--- src/rtl/gelu_result_packer_pkg.sv ---
// Shared SFU types for the function-unit result packers.
// Default geometry matches the GELU writeback stream.
package gelu_result_packer_pkg;

  localparam int SFU_DATA_WIDTH = 32;
  localparam int SFU_PACK_LANES = 4;

  typedef struct packed {
    logic [SFU_DATA_WIDTH*SFU_PACK_LANES-1:0] data;
    logic [SFU_PACK_LANES-1:0]                strb;
    logic                                     last;
  } sfu_word_t;

endpackage

--- src/rtl/gelu_result_packer_if.sv ---
// Packed-word writeback stream between a packer and the SFU
// writeback stage.
interface gelu_result_packer_if
  import gelu_result_packer_pkg::*;
#(
  parameter int DATA_WIDTH = SFU_DATA_WIDTH,
  parameter int LANES      = SFU_PACK_LANES
);

  logic [DATA_WIDTH*LANES-1:0] out_data;
  logic [LANES-1:0]            out_strb;
  logic                        out_last;
  logic                        out_valid;
  logic                        out_ready;

  modport master (
    output out_data,
    output out_strb,
    output out_last,
    output out_valid,
    input  out_ready
  );

  modport slave (
    input  out_data,
    input  out_strb,
    input  out_last,
    input  out_valid,
    output out_ready
  );

endinterface

--- src/rtl/gelu_result_packer_sfu_out_slot.sv ---
// Single-entry valid/ready output register shared by the
// SFU packers; a load is only issued while slot_free is high.
module sfu_out_slot
  import gelu_result_packer_pkg::*;
#(
  parameter type T = sfu_word_t
) (
  input  logic clk,
  input  logic rst,
  input  logic load,
  input  T     din,
  output logic slot_free,
  output logic valid,
  input  logic ready,
  output T     dout
);

  logic valid_q, valid_d;
  T     word_q,  word_d;

  assign slot_free = ~valid_q | ready;
  assign valid     = valid_q;
  assign dout      = word_q;

  always_comb begin
    valid_d = valid_q & ~ready;
    word_d  = word_q;
    if (load) begin
      valid_d = 1'b1;
      word_d  = din;
    end
  end

  always_ff @(posedge clk) begin
    if (rst) begin
      valid_q <= 1'b0;
      word_q  <= '0;
    end else begin
      valid_q <= valid_d;
      word_q  <= word_d;
    end
  end

endmodule

--- src/rtl/gelu_result_packer.sv ---
// Packs LANES consecutive GELU results into one writeback word,
// stalling the pipeline instead of dropping results.
module gelu_result_packer
  import gelu_result_packer_pkg::*;
#(
  parameter int DATA_WIDTH = SFU_DATA_WIDTH,
  parameter int LANES      = SFU_PACK_LANES,
  parameter int CNT_W      = $clog2(LANES)
) (
  input  logic                  clk,
  input  logic                  rst,
  input  logic [DATA_WIDTH-1:0] res_data,
  input  logic                  res_vld,
  output logic                  res_en,
  input  logic                  flush,
  gelu_result_packer_if.master  pk
);

  localparam int WW = DATA_WIDTH * LANES;
  localparam logic [CNT_W-1:0] LAST = CNT_W'(LANES - 1);

  typedef struct packed {
    logic [WW-1:0]    data;
    logic [LANES-1:0] strb;
    logic             last;
  } word_t;

  logic [CNT_W-1:0] lane_idx_q, lane_idx_d;
  logic             pend_flush_q, pend_flush_d;
  logic [WW-1:0]    acc_q, acc_d, acc_w;
  logic             slot_free, load, accept;
  word_t            word_in, word_out;

  assign res_en = ~((lane_idx_q == LAST) & ~slot_free)
                & ~pend_flush_q;
  assign accept = res_vld & res_en;

  always_comb begin
    acc_w        = acc_q;
    acc_d        = acc_q;
    lane_idx_d   = lane_idx_q;
    pend_flush_d = pend_flush_q;
    load         = 1'b0;
    word_in      = '0;
    if (accept)
      acc_w[int'(lane_idx_q)*DATA_WIDTH +: DATA_WIDTH] = res_data;
    unique case (1'b1)
      pend_flush_q: begin
        if (slot_free) begin
          load         = 1'b1;
          word_in.data = acc_q;
          word_in.last = 1'b1;
          for (int i = 0; i < LANES; i++)
            word_in.strb[i] = (i < int'(lane_idx_q));
          acc_d        = '0;
          lane_idx_d   = '0;
          pend_flush_d = 1'b0;
        end
      end
      accept && (lane_idx_q == LAST): begin
        load         = 1'b1;
        word_in.data = acc_w;
        word_in.strb = '1;
        word_in.last = flush;
        acc_d        = '0;
        lane_idx_d   = '0;
      end
      accept && (lane_idx_q != LAST): begin
        acc_d        = acc_w;
        lane_idx_d   = lane_idx_q + 1'b1;
        pend_flush_d = flush;
      end
      // A flush with nothing buffered has no word to close.
      flush && !accept && !pend_flush_q && (lane_idx_q != '0):
        pend_flush_d = 1'b1;
      default: ;
    endcase
  end

  always_ff @(posedge clk) begin
    if (rst) begin
      lane_idx_q   <= '0;
      pend_flush_q <= 1'b0;
      acc_q        <= '0;
    end else begin
      lane_idx_q   <= lane_idx_d;
      pend_flush_q <= pend_flush_d;
      acc_q        <= acc_d;
    end
  end

  sfu_out_slot #(.T(word_t)) u_slot (
    .clk       (clk),
    .rst       (rst),
    .load      (load),
    .din       (word_in),
    .slot_free (slot_free),
    .valid     (pk.out_valid),
    .ready     (pk.out_ready),
    .dout      (word_out)
  );

  assign pk.out_data = word_out.data;
  assign pk.out_strb = word_out.strb;
  assign pk.out_last = word_out.last;

endmodule

--- src/flat_wrapper.sv ---
// flat-port wrapper written by rule: the top's interface ports become plain ports
module gelu_result_packer_flat import gelu_result_packer_pkg::*;
#(
  parameter int DATA_WIDTH = SFU_DATA_WIDTH,
  parameter int LANES      = SFU_PACK_LANES,
  parameter int CNT_W      = $clog2(LANES)
)
  (clk, rst, res_data, res_vld, res_en, flush, pk_out_data, pk_out_strb, pk_out_last, pk_out_valid, pk_out_ready);
  gelu_result_packer_if #(.DATA_WIDTH(DATA_WIDTH), .LANES(LANES)) pk_i ();
  input  logic clk;
  input  logic rst;
  input  logic [DATA_WIDTH-1:0] res_data;
  input  logic res_vld;
  output logic res_en;
  input  logic flush;
  output wire logic [$bits(pk_i.out_data)-1:0] pk_out_data;
  output wire logic [$bits(pk_i.out_strb)-1:0] pk_out_strb;
  output wire logic [$bits(pk_i.out_last)-1:0] pk_out_last;
  output wire logic [$bits(pk_i.out_valid)-1:0] pk_out_valid;
  input wire logic [$bits(pk_i.out_ready)-1:0] pk_out_ready;
  assign pk_out_data = pk_i.out_data;
  assign pk_out_strb = pk_i.out_strb;
  assign pk_out_last = pk_i.out_last;
  assign pk_out_valid = pk_i.out_valid;
  assign pk_i.out_ready = pk_out_ready;
  gelu_result_packer #(.DATA_WIDTH(DATA_WIDTH), .LANES(LANES), .CNT_W(CNT_W)) u_core (.clk(clk), .rst(rst), .res_data(res_data), .res_vld(res_vld), .res_en(res_en), .flush(flush), .pk(pk_i));
endmodule
--- config.mk ---
export PLATFORM = sky130hd
export DESIGN_NAME = gelu_result_packer_flat
export DESIGN_NICKNAME = d
export VERILOG_FILES = /design/src/rtl/gelu_result_packer_pkg.sv /design/src/rtl/gelu_result_packer_if.sv /design/src/rtl/gelu_result_packer_sfu_out_slot.sv /design/src/rtl/gelu_result_packer.sv /design/src/flat_wrapper.sv
export SDC_FILE = /design/constraint.sdc
export NUM_CORES = 1
export LEC_CHECK = 0
export CORE_AREA = 4 4 161 163
export DETAILED_ROUTE_END_ITERATION = 12
export DIE_AREA = 0 0 165 167
export PLACE_DENSITY = 0.73
export SLEW_MARGIN = 10
export SYNTH_ARGS = -nofsm -noshare
export SYNTH_HDL_FRONTEND = slang
export SYNTH_HIERARCHICAL = 1
export SYNTH_SLANG_ARGS = --single-unit
--- constraint.sdc ---
create_clock -name clk -period 2.6 [get_ports clk]
set_clock_uncertainty 0.1 [all_clocks]
set_input_delay 0.52 -clock clk [delete_from_list [all_inputs] [get_ports clk]]
set_output_delay 0.52 -clock clk [all_outputs]
set_load 0.005 [all_outputs]
# Yosys cells after proc, flatten, opt, wreduce, memory -nomap -nowiden
# Cells that the tools add are included.
[totals]
mem_count = 0
latchBits = 0
output_inout_bits = 135
mem_bits_rw = 0
regBits = 265
input_bits = 37
elab_cells = 50
mem_bits_ro = 0
[op_classes]
bitwise = 10
n_mux = 13
div = 0
n_lt_le_gt_ge = 3
n_reduce_logical = 10
n_eq_ne = 3
mul = 0
n_addsub = 2
n_shift = 2
[op_table]
columns = ["op", "count"]
rows = [
  ["$pmux W128 S3", 1],
  ["$pmux W133 S2", 1],
  ["$mux W128", 2],
  ["$mux W133", 1],
  ["$bwmux W128", 1],
  ["$shift A32 B33 Y128 const A", 1],
  ["$shiftx A32 B33 Y128", 1],
  ["$neg A7 Y33", 1],
  ["$pmux W2 S3", 1],
  ["$logic_and A1 B1 Y1", 5],
  ["$not A1 Y1", 5],
  ["$and A1 B1 Y1", 4],
  ["$lt A1 B2 Y1 const A", 2],
  ["$ne A2 B2 Y1 const B", 2],
  ["$mux W1", 3],
  ["$pmux W1 S3", 1],
  ["$reduce_bool A3 Y1", 1],
  ["$add A2 B1 Y2 const B", 1],
  ["$eq A2 B2 Y1 const B", 1],
  ["$logic_not A1 Y1", 2],
  ["$lt A2 B2 Y1 const A", 1],
  ["$mux W2", 1],
  ["$pmux W1 S2", 1],
  ["$reduce_and A2 Y1", 1],
  ["other kinds (2)", 2],
]

# Logic depth before layout (Yosys ltp)
# Gate-level depths: netlist of run 1.
[logic_depth]
ltp_word = 12
mapped_depth = 12
mapped_depth_nobuf = 8

# Modules after synthesis
# Netlist of run 1, hierarchy kept.
[by_module_without_submodules]
columns = ["mod", "seq_area_each_um2", "cells_each", "instances", "area_per_inst_um2"]
rows = [
  ["gelu_result_packer", 2622.5, 723, 1, 6149.6],
  ["sfu_out_slot", 2682.6, 433, 1, 4728.3],
]

# Worst setup path after synthesis of run 1
# Ideal clock, no wire load.
[synth_timing]
path_type = "register to register"
from = "register u_core.lane_idx_q[0]"
to = "register u_core.u_slot.word_q (netlist bit u_core/u_slot/dout[10])"
required_time_ns = 2.372
path_stages_with_launch = 13
setup_ns = 0.128
slack_ns = 0.317
t_arrival_ns = 2.056
period_less_slack_ns = 2.283
n_path_buf = 4
path_cell_list = "dfxtp_1 > buf_6 > inv_1 > ha_1 > nor2_2 > and2_1 > buf_4 > and3_1 > buf_4 > buf_6 > a22o_1 > mux2i_1 > nor2_1"
[synth_rtl]
columns = ["element", "line_no", "text"]
rows = [
  ["start, declared", "gelu_result_packer.sv:28", "logic [CNT_W-1:0] lane_idx_q, lane_idx_d;"],
  ["start signal, assigned", "gelu_result_packer.sv:86", "lane_idx_q <= lane_idx_d;"],
  ["end signal, assigned", "gelu_result_packer_sfu_out_slot.sv:40", "word_q <= word_d;"],
  ["end, declared", "gelu_result_packer_sfu_out_slot.sv:19", "T word_q, word_d;"],
]

# Final worst setup path of run 1
[layout_timing]
from = "register u_core.lane_idx_q[0]"
to = "output port res_en"
[layout_via]
elab_chain_len = 4
[layout_lines]
columns = ["element", "line_no", "text"]
rows = [
  ["$eq A2 B2 Y1", "gelu_result_packer.sv:34", "assign res_en = ~((lane_idx_q == LAST) & ~slot_free)"],
  ["$and A1 B1 Y1", "gelu_result_packer.sv:34", ""],
  ["$not A1 Y1", "gelu_result_packer.sv:34", ""],
  ["$and A1 B1 Y1", "gelu_result_packer.sv:35", "& ~pend_flush_q;"],
  ["end, declared", "flat_wrapper.sv:14", "output logic res_en;"],
]
# No other way between the ends.

==> results of run 1 <==
final cells by class:
class / instances / share of cell area
clock buffer: 40 / 0.0569
clock inverter: 12 / 0.0101
inverter: 3 / 0.000803
multi-input combinational: 783 / 0.355
sequential: 265 / 0.379
tap: 324 / 0.0289
timing repair buffer: 223 / 0.169
routing by layer:
| layer | global-route usage | routed length (um) | part of all wire |
|---|---|---|---|
| met2 | 0.366 | 15200 | 0.47 |
| met5 | 0 | 0 | 0 |
| met1 | 0.313 | 14200 | 0.44 |
| met4 | 0.0680 | 880 | 0.027 |
| met3 | 0.0314 | 1970 | 0.061 |
flip-flops by register name, summed over array words and instances (netlist names):
name                 cells
u_core/acc_q           128
u_core/lane_idx_q        2
u_core/pend_flush_q      1
u_core/u_slot/dout     133
u_core/u_slot/valid      1
cells in the final DEF (no fill, tap or decap), types with 3 or more instances in the layout:
cell | synthesis | final
clkinv_2 | 0 | 7
buf_12 | 0 | 22
clkbuf_1 | 49 | 8
nor2_2 | 3 | 3
bufinv_16 | 0 | 3
nor4b_1 | 6 | 6
nand2b_1 | 5 | 4
ha_1 | 5 | 4
buf_4 | 11 | 31
dfxtp_1 | 265 | 263
nand3_1 | 98 | 98
inv_1 | 3 | 3
o21a_1 | 3 | 3
nor2_1 | 142 | 142
a21oi_1 | 102 | 102
clkbuf_8 | 0 | 3
clkdlybuf4s50_1 | 0 | 169
a22o_1 | 127 | 127
mux2i_1 | 133 | 133
clkbuf_16 | 0 | 29
and2_1 | 27 | 28
and3_1 | 9 | 9
nand2_1 | 102 | 102
path summary, 6_finish.rpt:
path	start	cells past startpoint	endpoint
max	u_core/lane_idx_q[0]	5	res_en
min	rst	2	u_core/pend_flush_q
max reg2reg	u_core/lane_idx_q[0]	8	u_core/u_slot/dout[6]
min reg2reg	u_core/acc_q[40]	2	u_core/acc_q[40]
critical path, cell delays in order (launching register included):
cell	delay [ps]
dfxtp_2	400
ha_2	260
nand2b_1	80
nor2b_1	130
buf_4	140
dlygate4sd2_1	260
power by group:
| group | switching (mW) | internal [mW] |
|---|---|---|
| sequential | 0.0201 | 4.09 |
| clock | 1.60 | 2.43 |
| combinational | 0.510 | 0.277 |
| total | 2.13 | 6.80 |
logic make-up (layout without fill, tap and decap cells):
kind of cell    after synthesis  after routing  share of synthesized area
compound gates              237            237                      0.155
fa+ha+maj                     5              5                    0.00575
buf+inv                     108            278                     0.0554
flops                       265            265                      0.488
mux                         133            133                      0.122
simple gates                408            408                      0.174
==> flow_summary.toml, run 1 <==
[logic_synthesis]
yosysTopAreaCell = "dfxtp_1"
synth_top_area_frac = 0.488
ys_seq_elements = 265
synth_area_leaders = "dfxtp_1 49%, mux2i_1 12%, a22o_1 10%"
synthArstFlopShare = 0
yosysUniqueCellTypes = 37
synth_most_common_cell = "dfxtp_1"
ys.flop_type = "dfxtp_1"
synth_cells = 1156
netlist_top_cells_count = "265 x dfxtp_1, 142 x nor2_1, 133 x mux2i_1"
synth_enable_flop_cells = 0
syn_area_per_cell_um2 = 9.41
netlist_area_um2 = 10900
synth-seq-area-share = 0.488
synth_fp_nets = 1198
ys_warn_count = 6

[setup_path]
end_kind = "output port"
crit_type = "flop to output port"
required_ps = 1980
reg2reg_slack_ps = 360
critical_path.startpoint_type = "flop"
worstPathArrival_ps = 1810
crit_path_max_fanout = 7

[clock_tree]
htree_levels = 1
clkTransAtPathRegs_ps = 60
root_buffer = "clkbuf_16"
cts_buffers = 28
cts-resized-gates = 6
cts.path.max_buffers = 3
cts_sinks = 265
cts_tree = "yes"
postCtsHoldBufs = 0
worstSkewPairLatency_ps = 530
postCtsSetupBuffers = 0

[outcome]
status = "completed"

[grt]
antenna_found_initial = 0
grt_max_degree = 74
grt_usage = 0.226
grt_pass1_vias = 8597
grt_overflow = 0
grt_pass1_wl_um = 49400

[detailed_routing]
drt_iter0_markers = 825
vias = 9090
vias_per_cell = 5.51
drt_first_pass_iters = 5
routed_wl_um = 32200
wl_per_cell_um = 19.5
ant_nets = 0
drc = 0

[pwr]
power_mw = 8.93
vdd_drop_max_uv = 386
leakagePower_nw = 4.98
p_per_area_nw_per_um2 = 637

[sta]
slew_violations = 0
fin_crit_ps = 2430
max_freq_mhz = 412
hold_viol = 0
setup_ws_ps = 173
period_share = 0.933
tns_ps = 0
hold_ws_ps = 169
tightest_slew_ps = 865
setup_viol = 0
rsz0062_at_grt = "no"
max-slew-margin-rel = 0.422

[job]
max-cap-violations = 0

[layout]
syn_to_final_growth_pct = 28.9
design.final.nets = 1346
n_antenna_cell = 0
final_util = 0.576
drive_gt1_frac = 0.0830
multi_input_area_um2 = 4980
final_cells = 1650
finish.instance_area_um2 = 14000
fillers = 2078
seqCellArea_um2 = 5310

[floorplan]
initial_core_util = 0.447
core_um2 = 24300
num_io_pins = 172
die_h_um = 167
die_w_um = 165
design.die.area_um2 = 27600
num_rows = 57

[place]
placed_area_um2 = 13100
detailed_place_hpwl_um = 20700
gp_congestion = 0.898
place_ws_ps = -139
dp_cells = 1598
io_buffers = 171

[min_path]
holdCritPathClass = "input port to flop"
(Power assumes the default switching activity.)
==> inputs of run 2 (changes only) <==
--- a/config.mk
+++ b/config.mk
@@ -9,7 +9,7 @@
 export DETAILED_ROUTE_END_ITERATION = 12
 export DIE_AREA = 0 0 165 167
 export PLACE_DENSITY = 0.73
-export SLEW_MARGIN = 10
+export SLEW_MARGIN = 20
 export SYNTH_ARGS = -nofsm -noshare
 export SYNTH_HDL_FRONTEND = slang
 export SYNTH_HIERARCHICAL = 1
==> results of run 2 <==
The final DEF is identical to that of run 1; final timing and power are the same.
